**src/rtl/move_sequencer.sv**
```systemverilog
// Per-frame object position sequencer: proposes one candidate move per frame_tick, commits or rejects it on the collision flags.
// Latency: frame_tick at T, commit at T+3+SETTLE (edge reject finishes at T+2); with MOVE_DIAG_EN each active axis takes its own phase.
// Backpressure: frame_tick while busy is dropped and sets sticky overrun; MOVE_DIAG_EN resolves x then y in the same frame.
module move_sequencer #(
    parameter int X_INIT  = 20,
    parameter int Y_INIT  = 20,
    parameter int STEP    = 2,
    parameter int TAMANHO = 20,
    parameter int SETTLE  = 2,
    parameter int X_MAX   = 640,
    parameter int Y_MAX   = 480
) (
    input  logic       VGA_clk,
    input  logic       rst_n,
    input  logic       frame_tick,
    input  logic       key_right,
    input  logic       key_left,
    input  logic       key_down,
    input  logic       key_up,
    input  logic       colisao_max_x,
    input  logic       colisao_min_x,
    input  logic       colisao_max_y,
    input  logic       colisao_min_y,
    output logic [9:0] cand_x,
    output logic [8:0] cand_y,
    output logic [6:0] tamanho,
    output logic [9:0] xPos,
    output logic [8:0] yPos,
    output logic       busy,
    output logic       blocked,
    output logic       overrun
);

    typedef enum logic [1:0] {S_IDLE, S_PROPOSE, S_WAIT, S_DECIDE} state_t;
    typedef enum logic [1:0] {D_RIGHT, D_LEFT, D_DOWN, D_UP} dir_t;

    localparam logic [10:0] STEP11 = 11'(STEP);
    localparam logic [10:0] TAM11  = 11'(TAMANHO);
    localparam logic [10:0] XMAX11 = 11'(X_MAX);
    localparam logic [10:0] YMAX11 = 11'(Y_MAX);

    state_t     state_q, state_d;
    logic [3:0] keys_q, keys_d;
    logic [2:0] cnt_q, cnt_d;
    logic       reject_q, reject_d;
    logic [9:0] xpos_q, xpos_d, candx_q, candx_d;
    logic [8:0] ypos_q, ypos_d, candy_q, candy_d;
    logic       overrun_q, overrun_d;
`ifdef MOVE_DIAG_EN
    logic       phase_q, phase_d;
`endif

    logic [3:0] req_live, req_q;
    dir_t       dir;
    logic       edge_bad;
    logic       sel_flag;
    logic [10:0] x11, y11;

    // Key order {right,left,down,up}; an opposing pair pressed together cancels its axis.
    function automatic logic [3:0] axis_req(input logic [3:0] k);
        return {k[3] & ~k[2], k[2] & ~k[3], k[1] & ~k[0], k[0] & ~k[1]};
    endfunction

    always_ff @(posedge VGA_clk or negedge rst_n) begin
        if (!rst_n) begin
            state_q   <= S_IDLE;
            keys_q    <= 4'b0;
            cnt_q     <= 3'd0;
            reject_q  <= 1'b0;
            xpos_q    <= 10'(X_INIT);
            ypos_q    <= 9'(Y_INIT);
            candx_q   <= 10'(X_INIT);
            candy_q   <= 9'(Y_INIT);
            overrun_q <= 1'b0;
`ifdef MOVE_DIAG_EN
            phase_q   <= 1'b0;
`endif
        end else begin
            state_q   <= state_d;
            keys_q    <= keys_d;
            cnt_q     <= cnt_d;
            reject_q  <= reject_d;
            xpos_q    <= xpos_d;
            ypos_q    <= ypos_d;
            candx_q   <= candx_d;
            candy_q   <= candy_d;
            overrun_q <= overrun_d;
`ifdef MOVE_DIAG_EN
            phase_q   <= phase_d;
`endif
        end
    end

    always_comb begin
        req_live = axis_req({key_right, key_left, key_down, key_up});
        req_q    = axis_req(keys_q);
        x11      = {1'b0, xpos_q};
        y11      = {2'b0, ypos_q};
`ifdef MOVE_DIAG_EN
        if (!phase_q) dir = req_q[3] ? D_RIGHT : D_LEFT;
        else          dir = req_q[1] ? D_DOWN  : D_UP;
`else
        if      (req_q[3]) dir = D_RIGHT;
        else if (req_q[2]) dir = D_LEFT;
        else if (req_q[1]) dir = D_DOWN;
        else               dir = D_UP;
`endif
        case (dir)
            D_RIGHT: begin edge_bad = (x11 + STEP11 + TAM11) > XMAX11; sel_flag = colisao_max_x; end
            D_LEFT:  begin edge_bad = x11 < STEP11;                    sel_flag = colisao_min_x; end
            D_DOWN:  begin edge_bad = (y11 + STEP11 + TAM11) > YMAX11; sel_flag = colisao_max_y; end
            default: begin edge_bad = y11 < STEP11;                    sel_flag = colisao_min_y; end
        endcase
    end

    always_comb begin
        state_d   = state_q;
        keys_d    = keys_q;
        cnt_d     = cnt_q;
        reject_d  = reject_q;
        xpos_d    = xpos_q;
        ypos_d    = ypos_q;
        candx_d   = candx_q;
        candy_d   = candy_q;
        overrun_d = overrun_q | (frame_tick & (state_q != S_IDLE));
`ifdef MOVE_DIAG_EN
        phase_d   = phase_q;
`endif
        case (state_q)
            S_IDLE: begin
                candx_d  = xpos_q;
                candy_d  = ypos_q;
                reject_d = 1'b0;
                if (frame_tick) begin
                    keys_d = {key_right, key_left, key_down, key_up};
`ifdef MOVE_DIAG_EN
                    if (|req_live[3:2]) begin
                        state_d = S_PROPOSE;
                        phase_d = 1'b0;
                    end else if (|req_live[1:0]) begin
                        state_d = S_PROPOSE;
                        phase_d = 1'b1;
                    end
`else
                    if (|req_live) state_d = S_PROPOSE;
`endif
                end
            end
            S_PROPOSE: begin
                if (edge_bad) begin
                    reject_d = 1'b1;
                    state_d  = S_DECIDE;
                end else begin
                    reject_d = 1'b0;
                    case (dir)
                        D_RIGHT: candx_d = xpos_q + 10'(STEP);
                        D_LEFT:  candx_d = xpos_q - 10'(STEP);
                        D_DOWN:  candy_d = ypos_q + 9'(STEP);
                        default: candy_d = ypos_q - 9'(STEP);
                    endcase
                    cnt_d   = 3'(SETTLE);
                    state_d = S_WAIT;
                end
            end
            S_WAIT: begin
                if (cnt_q == 3'd0) state_d = S_DECIDE;
                else               cnt_d   = cnt_q - 3'd1;
            end
            S_DECIDE: begin
                if (!sel_flag && !reject_q) begin
                    xpos_d = candx_q;
                    ypos_d = candy_q;
                end else begin
                    candx_d = xpos_q;
                    candy_d = ypos_q;
                end
                reject_d = 1'b0;
                state_d  = S_IDLE;
`ifdef MOVE_DIAG_EN
                // y phase proposes from the position just committed by the x phase.
                if (!phase_q && |req_q[1:0]) begin
                    phase_d = 1'b1;
                    state_d = S_PROPOSE;
                end
`endif
            end
            default: state_d = S_IDLE;
        endcase
    end

    always_comb begin
        busy    = (state_q != S_IDLE);
        blocked = (state_q == S_DECIDE) && (reject_q || sel_flag);
    end

    assign cand_x  = candx_q;
    assign cand_y  = candy_q;
    assign xPos    = xpos_q;
    assign yPos    = ypos_q;
    assign overrun = overrun_q;
    assign tamanho = 7'(TAMANHO);

endmodule

```
**config.mk**
```make
export PLATFORM = sky130hd
export DESIGN_NAME = move_sequencer
export DESIGN_NICKNAME = d
export VERILOG_FILES = /design/src/rtl/move_sequencer.sv
export SDC_FILE = /design/constraint.sdc
export NUM_CORES = 1
export LEC_CHECK = 0
export ABC_CLOCK_PERIOD_IN_PS = 2700
export CORE_UTILIZATION = 40
export DETAILED_ROUTE_END_ITERATION = 12
export GPL_ROUTABILITY_DRIVEN = 1
export GPL_TIMING_DRIVEN = 0
export RECOVER_POWER = 50
export SETUP_SLACK_MARGIN = 0.5
export SLEW_MARGIN = 20
export SYNTH_ARGS = -nofsm -noshare
export SYNTH_HDL_FRONTEND = slang
export SYNTH_SLANG_ARGS = --single-unit
```
**constraint.sdc**
```tcl
create_clock -name VGA_clk -period 2.7 [get_ports VGA_clk]
set_clock_uncertainty 0.15 [all_clocks]
set_input_delay 0.405 -clock VGA_clk [delete_from_list [all_inputs] [get_ports VGA_clk]]
set_output_delay 0.405 -clock VGA_clk [all_outputs]
set_load 0.1 [all_outputs]
```
# After elaboration in Yosys (flattened, before gate mapping)
# Cells that the tools add are included.
[totals]
regBits = 49
inputBits = 11
output_inout_bits = 48
word_cells = 93
[op_classes]
n_addsub = 9
n_lt_le_gt_ge = 4
n_eq_ne = 12
n_mux = 23
n_bitwise = 16
n_reduce_logical = 20
[ops]
columns = ["operator", "n"]
rows = [
  ["$pmux 10 s3", 1],
  ["$pmux 9 s3", 1],
  ["$mux 10", 2],
  ["$pmux 10 s2", 1],
  ["$mux 9", 2],
  ["$pmux 9 s2", 1],
  ["$ne 2x2->1 const B", 6],
  ["$reduce_and 3->1", 4],
  ["$add 10x2->11 const B", 1],
  ["$add 10x5->11 const B", 1],
  ["$add 11x5->11 const B", 1],
  ["$gt 11x10->1 const B", 1],
  ["$gt 11x9->1 const B", 1],
  ["$add 10x2->10 const B", 1],
  ["$add 9x2->10 const B", 1],
  ["$lt 10x2->1 const B", 1],
  ["$mux 2", 5],
  ["$sub 10x2->10 const B", 1],
  ["$add 9x2->9 const B", 1],
  ["$lt 9x2->1 const B", 1],
  ["$sub 9x2->9 const B", 1],
  ["$and 1x1->1", 8],
  ["$pmux 2 s4", 1],
  ["$not 1->1", 7],
  ["other kinds (20)", 33],
]

# Longest topological paths before layout
# Gate-level depths: netlist of the first run.
[depth]
ltp_word = 11
mapped_depth = 10
mapped_depth_nobuf = 9

# Worst setup path after synthesis of the first run
# OpenSTA, ideal clock, no wires.
[synth_path]
path_type = "flip-flop to flip-flop"
start = "register keys_q[2]"
end = "register candy_q[1] (netlist: cand_y[1])"
setup_time_ns = 0.069
arrival_ns = 3.109
t_required_ns = 2.481
setup_slack_ns = -0.628
stages_incl_launch_ff = 9
n_path_buf = 0
synth_period_minus_slack_ns = 3.328
path_cell_list = "dfrtp_1 inv_1 ha_1 nor3b_2 mux2_4 nor2_1 o21ai_0 o31ai_1 a22o_1"
[synth_via]
elab_chain_cells = 9
word_cells_on_any_way = 20
classes_between = "eq/ne (4); mux (8); bitwise (3); reduce/logical (5)"
[synth_rtl]
columns = ["item", "line_no", "rtl"]
rows = [
  ["start: declaration", "43", "logic [3:0] keys_q, keys_d;"],
  ["start signal: assignment", "80", "keys_q <= keys_d;"],
  ["$and 1x1->1 / $not 1->1 (equally long branches)", "61", "return {k[3] & ~k[2], k[2] & ~k[3], k[1] & ~k[0], k[0] & ~k[1]};"],
  ["$mux 2 / $and 1x1->1 (equally long branches)", "104, 61", ""],
  ["$mux 2 *", "103", "if (req_q[3]) dir = D_RIGHT;"],
  ["$eq 2x2->1, or another cell as far along", "108, 155", ""],
  ["$pmux 1 s3", "108", "case (dir)"],
  ["$logic_not 1->1", "170", "if (!sel_flag && !reject_q) begin"],
  ["$logic_and 1x1->1", "170", ""],
  ["$mux 9", "-", ""],
  ["$pmux 9 s3", "129", "case (state_q)"],
  ["end signal: assignment", "73", "candy_q <= 9'(Y_INIT);"],
  ["end signal: assignment", "86", "candy_q <= candy_d;"],
  ["end: declaration", "47", "logic [8:0] ypos_q, ypos_d, candy_q, candy_d;"],
]
# Mark *: on every way between the ends. The rest lies on a longest branch, timed or not. The select of a mux whose other input is x is not followed.
# A chain may end at the register's enable or synchronous reset.

# Worst setup path in the final report of the first run
[layout_path]
start = "register ypos_q[2] (netlist: yPos[2])"
end = "register candy_q[1] (netlist: cand_y[1])"
[layout_via]
elab_chain_cells = 6
word_cells_on_any_way = 7
classes_between = "add/sub (2); order compare (2); eq/ne (1); mux (1); reduce/logical (1)"
[layout_rtl]
columns = ["item", "line_no", "rtl"]
rows = [
  ["start: declaration", "47", ""],
  ["start signal: assignment", "71", "ypos_q <= 9'(Y_INIT);"],
  ["start signal: assignment", "84", "ypos_q <= ypos_d;"],
  ["$add 9x2->10", "111", "D_DOWN: begin edge_bad = (y11 + STEP11 + TAM11) > YMAX11; sel_flag = colisao_max_y; end"],
  ["$add 10x5->11", "111", ""],
  ["$gt 11x9->1", "111", ""],
  ["$pmux 1 s3 *", "108", ""],
  ["$ne 2x2->1 (no line) *", "-", ""],
  ["$reduce_and 3->1 (no line) *", "-", ""],
]
# Mark *: on every way between the ends. The rest lies on a longest branch, timed or not.

==> results.ini, run 1 <==
[floorplanning]
die_area_sq_um=8570
fp.dieH_um=92.6
die_x_um=92.6
initial_utilization=0.418
coreArea_sq_um=7850
rows=32
num_io_pins=59

[logic_synthesis]
synth_edf_count=0
ys_types=67
synth_area_leaders=dfrtp_1, nand2_1, dfstp_2, ha_1, a22o_1
yosys_warnings=0
synth_seq_cells=49
syn_inst=367
syn_avg_cell_area_sq_um=8.94
synth_seq_area_share=0.377
synth_area_leader_cell=dfrtp_1
synth_area_sq_um=3280
ys.flop_type=dfrtp_1
synth_top_area_frac=0.313
async_flop_share=1.00

[sta]
finalSetupTns_ns=0
slew_viol_final=0
rsz0062_at_grt=true
hold_viol_final=0
max_freq_mhz=386
fin_crit_sh=0.960
setup_viol=0
fin_crit_ns=2.59
slew_headroom=0.157
worst_pin_slew_ns=1.26

[finish]
drive_gt1_frac=0.297
layout_common_cells=nand2_1, dfrtp_1, buf_4
area_delta_synth_final_pct=36.4
nets=478
layout_commonest_cell=nand2_1
diodes=0
instances_no_fill=557

[place]
dp.cells=525
port_buffers=51
hpwl_mm=6.02
place_congestion=0.898

[critical_path]
path_cells=inv_4, ha_4, nand4b_1, a21oi_2, o311ai_2, a311oi_2, a41o_1, nand2_4, a22o_1
crit_arrival_ns=2.65
crit_type=flip-flop to flip-flop
cp_slowest_cell=dfstp_4
r2r.worst_path.cells=9
critPathLaunchType=flip-flop
ff2ff_setup_slack_ns=0.11
cp.required_ns=2.76
critPathTopFamily=compound AO/OA/AOI/OAI gates
r2r_start=yPos[2]
r2r_end=cand_y[1]
path_buf_inv=1
crit_fanout=8
cp_slowest_stage_delay_ns=0.64
cp-end-kind=flip-flop

[hold_path]
whs_path_depth=1
min_from=overrun
min_to=overrun
min-delay-path-class=flip-flop to flip-flop

[flow_run]
drv_cap=0

[grt]
antenna_found_initial=0
grt_first_pass_wirelength_mm=15.2
grt_pass1_vias=2945
grt_use_total=0.227
grt_max_degree=50
grt-ovfl-total=0

[outcome]
status=finished, final reports clean

[clock_tree]
numCtsBuffers=5
path_clk_slew_ns=0.09
clock_latency_ns=0.31
clock_sinks=49
cts_tree=yes
htree_num_levels=2
root_buffer=clkbuf_8
clk_path_buf_depth=2

[routing]
firstDrtPassIters=5
ant_nets=0
viasPerCell=5.44
post_drt_wl_per_cell_um=16.7
drtIter0Drc=132
wirelength_mm=9.28
num_vias=3029
drc=0

==> how the worst max path moves through the flow <==
stage                   start   endpoint  slack [ns]  cells after the start
CTS                   yPos[2]  cand_y[1]        0.15                      9
global route          xPos[2]   cnt_q[2]        0.04                     10
floorplan             yPos[2]  cand_y[0]        0.06                      9
global placement        rst_n    yPos[1]       -0.75                      1
finish                yPos[2]  cand_y[1]        0.11                      9
detailed placement  keys_q[3]    blocked       -0.59                      7
==> layout make-up <==
cell class	count	area (sq um)
flip-flops and latches	49	1260
clock inverters	1	5.00
well taps	102	128
fillers	732	3370
multi-input cells	278	2080
clock buffers	7	76.3
inverters	16	67.6
plain buffers	29	231
repair buffers	75	627
==> metal layers <==
metal | vias to the layer above | part of all wire | track usage | wire length (um)
li1 | 1465 | - | - | -
met1 | 1455 | 0.45 | 0.310 | 4210
met2 | 97 | 0.48 | 0.373 | 4450
met3 | 12 | 0.053 | 0.0312 | 488
met4 | 0 | 0.014 | 0.0612 | 132
met5 | - | 0 | 0 | 0
==> per-stage QoR <==
stage | hold WS (ns) | util | worst slack, ns | area, sq um
after floorplan | -0.0406 | - | 0.0640 | 3380
after global placement | 0.289 | 0.512 | -0.747 | 4020
after detailed placement | 0.294 | 0.512 | -0.587 | 4020
after CTS | 0.310 | 0.577 | 0.146 | 4520
after global routing | 0.325 | 0.570 | 0.0439 | 4480
final | 0.307 | 0.570 | 0.108 | 4480
==> Yosys cell counts (2+ instances only) <==
cell        n
nand2_1    69
dfrtp_1    41
nor2_1     23
inv_1      15
o21ai_0    15
ha_1       13
a21oi_1    11
a22o_1     10
nand3_1     9
a22oi_1     8
buf_4       8
dfstp_2     8
o2bb2ai_1   8
and3_1      7
clkbuf_1    7
xor2_1      7
buf_2       6
nor3_1      6
xnor2_1     6
buf_6       5
mux2_2      5
nor3b_1     5
mux2i_1     4
o21a_1      4
o22ai_1     4
a211oi_1    3
a21o_1      3
nand2b_1    3
nand4_1     3
nor2b_1     3
or2_2       3
a31oi_1     2
a32o_1      2
a41o_1      2
clkbuf_2    2
conb_1      2
nor3b_2     2
o311ai_0    2
o32a_1      2
o41ai_1     2
==> cell families (layout without fill, tap and decap cells) <==
kind of cell,Yosys count,after routing,synth area share
AO/OA/AOI/OAI,90,90,0.210
XOR/XNOR,13,13,0.0347
adder cells (fa/ha/maj),13,13,0.0496
buffers and inverters,45,128,0.0751
flip-flops,49,49,0.377
multiplexers,10,10,0.0339
other,2,7,0.00229
AND/OR/NAND/NOR,145,145,0.217
==> what timing repair did <==
| action | 4_1_cts | 5_1_grt |
|---|---|---|
| resized for setup | 132 | 26 |
| pin swaps | 28 | 10 |
| endpoints found under the hold margin | 25 | 0 |
| hold buffers | 1 | 0 |
| gates cloned | 4 | 0 |
| setup buffers | 19 | 0 |
| endpoints found under the setup margin | 84 | 53 |
==> state kept, by name (all words and copies together) (netlist names) <==
register,cells
cand_x,10
xPos,10
cand_y,9
yPos,9
keys_q,4
cnt_q,3
state_q,2
overrun,1
reject_q,1
==> worst register-to-register path: stages, from the launching register on <==
cell	delay (ns)
dfstp_4	0.64
inv_4	0.04
ha_4	0.26
nand4b_1	0.11
a21oi_2	0.19
o311ai_2	0.14
a311oi_2	0.26
a41o_1	0.33
nand2_4	0.13
a22o_1	0.23
Power of run 1 is not shown: default switching activity piles up to over one toggle a cycle in this logic, so the estimate is an artifact.
==> inputs of run 2 (changes only) <==
--- a/config.mk
+++ b/config.mk
@@ -6,6 +6,7 @@
 export NUM_CORES = 1
 export LEC_CHECK = 0
 export ABC_CLOCK_PERIOD_IN_PS = 2700
+export CORE_MARGIN = 10
 export CORE_UTILIZATION = 40
 export DETAILED_ROUTE_END_ITERATION = 12
 export GPL_ROUTABILITY_DRIVEN = 1
==> run 2 against run 1 <==
- critical path type unchanged
- global-route usage fell by 7.2 points
- non-clock buffer count is 9 higher
- die area rose by 43%
- via count increased by 1.1%
==> results.ini, run 2 (same netlist as run 1, synthesis figures left out) <==
[outcome]
status=finished, final reports clean

[sta]
fin_crit_ns=2.54
hold_slack_ns=0.312
slew_headroom=0.170
hold_viol_final=0
max_freq_mhz=394
fin_crit_sh=0.939
rsz0062_at_grt=true
slew_viol_final=0
worst_pin_slew_ns=1.24
setup_viol=0

[place]
dp.cells=525
port_buffers=51
placed_area_sq_um=4020
place_congestion=0.868
hpwl_mm=6.55

[routing]
num_vias=3063
post_drt_wl_per_cell_um=17.5
ant_nets=0
drc=0
firstDrtPassIters=5
viasPerCell=5.41
wirelength_mm=9.88
drtIter0Drc=146

[critical_path]
cp-end-kind=flip-flop
r2r.worst_path.cells=10
cp_slowest_cell=dfrtp_4
crit_arrival_ns=2.59
cp_slowest_stage_delay_ns=0.51
cp.required_ns=2.75
path_cells=buf_4, or2_4, a211oi_1, o21ai_2, o311ai_4, buf_4, a21oi_4, or2_0, buf_6, o2bb2ai_1
critPathLaunchType=flip-flop
crit_fanout=8
crit_path_frequent_cell=buf_4
crit_type=flip-flop to flip-flop

[grt]
grt_first_pass_wirelength_mm=16.1
grt-ovfl-total=0
grt_use_total=0.155
antenna_found_initial=0
grt_pass1_vias=3077
grt_max_degree=50

[clock_tree]
clock_sinks=49
htree_num_levels=2
clk_path_buf_depth=2
numCtsBuffers=5
path_clk_slew_ns=0.10
root_buffer=clkbuf_8
clock_latency_ns=0.31
cts_tree=yes

[finish]
instances_no_fill=566
area_delta_synth_final_pct=45.4
nets=487
layout.area.seq_sq_um=1260
layout_commonest_cell=nand2_1
nFillCells=679
diodes=0
drive_gt1_frac=0.364
postLayoutCoreUtil=0.608
layout_common_cells=nand2_1, dfrtp_1, buf_4, clkbuf_1
multi_input_area_sq_um=2200
final_area_sq_um=4770

[floorplanning]
coreArea_sq_um=7850
fp.dieH_um=111
rows=32
initial_utilization=0.418
num_io_pins=59
die_area_sq_um=12200
die_x_um=111

[flow_run]
drv_cap=0

[hold_path]
min-delay-path-class=flip-flop to flip-flop
whs_path_depth=1

==> run 2: cell types whose count changed in the layout (fill, tap and decap cells not counted), moves of 3 or more <==
cell     previous run  this run
nand2_1            69        47
nand2_2             0        17
buf_6               7        12
nand2_4             1         6
buf_12              4         7
o21ai_2             3         6
==> run 2: routing by layer <==
layer / global-route usage / part of all wire
met3: 0.0357 / 0.053
met4: 0.0354 / 0.0092
met2: 0.268 / 0.50
met5: 0 / 0
met1: 0.189 / 0.43
==> run 2: stage by stage <==
stage / TNS, ns / setup WS [ns]
final: 0 / 0.164
after floorplan: 0 / 0.0640
after CTS: 0 / 0.138
after detailed placement: -0.636 / -0.605
after global placement: -21.05 / -0.793
after global routing: 0 / 0.0562
==> run 2: area by class of cell <==
| type | count | area share |
|---|---|---|
| Sequential cell | 49 | 0.264 |
| Inverter | 16 | 0.0142 |
| Buffer | 29 | 0.0529 |
| Clock inverter | 1 | 0.00157 |
| Multi-Input combinational cell | 278 | 0.461 |
| Tap cell | 102 | 0.0267 |
| Clock buffer | 7 | 0.0160 |
| Timing Repair Buffer | 84 | 0.163 |
==> run 2: repair_timing <==
| action | in CTS | in global routing |
|---|---|---|
| gates resized for setup | 154 | 46 |
| gates cloned | 4 | 0 |
| endpoints found under the setup margin | 84 | 53 |
| hold buffers | 1 | 0 |
| hold endpoints to repair | 29 | 0 |
| pin swaps | 36 | 20 |
| buffers inserted | 25 | 3 |
==> run 2: worst max-delay path: cells and delay by family (launching register included) <==
| family | cells | cell delay (ns) |
|---|---|---|
| buffers and inverters | 3 | 0.51 |
| DFF | 1 | 0.51 |
| AOI/OAI and AO/OA | 5 | 0.75 |
| and+or+nand+nor | 2 | 0.50 |
==> run 2: worst paths after layout <==
check / from / to / slack [ns]
worst max register to register: xPos[1] / cand_x[1] / 0.16
max in group asynchronous: rst_n / yPos[1] / 0.76
worst min register to register: overrun / overrun / 0.31
min in group asynchronous: rst_n / xPos[5] / 0.74
worst min-delay path: overrun / overrun / 0.31
worst max-delay path: xPos[1] / cand_x[1] / 0.16
Power of run 2 is left out for the same reason.
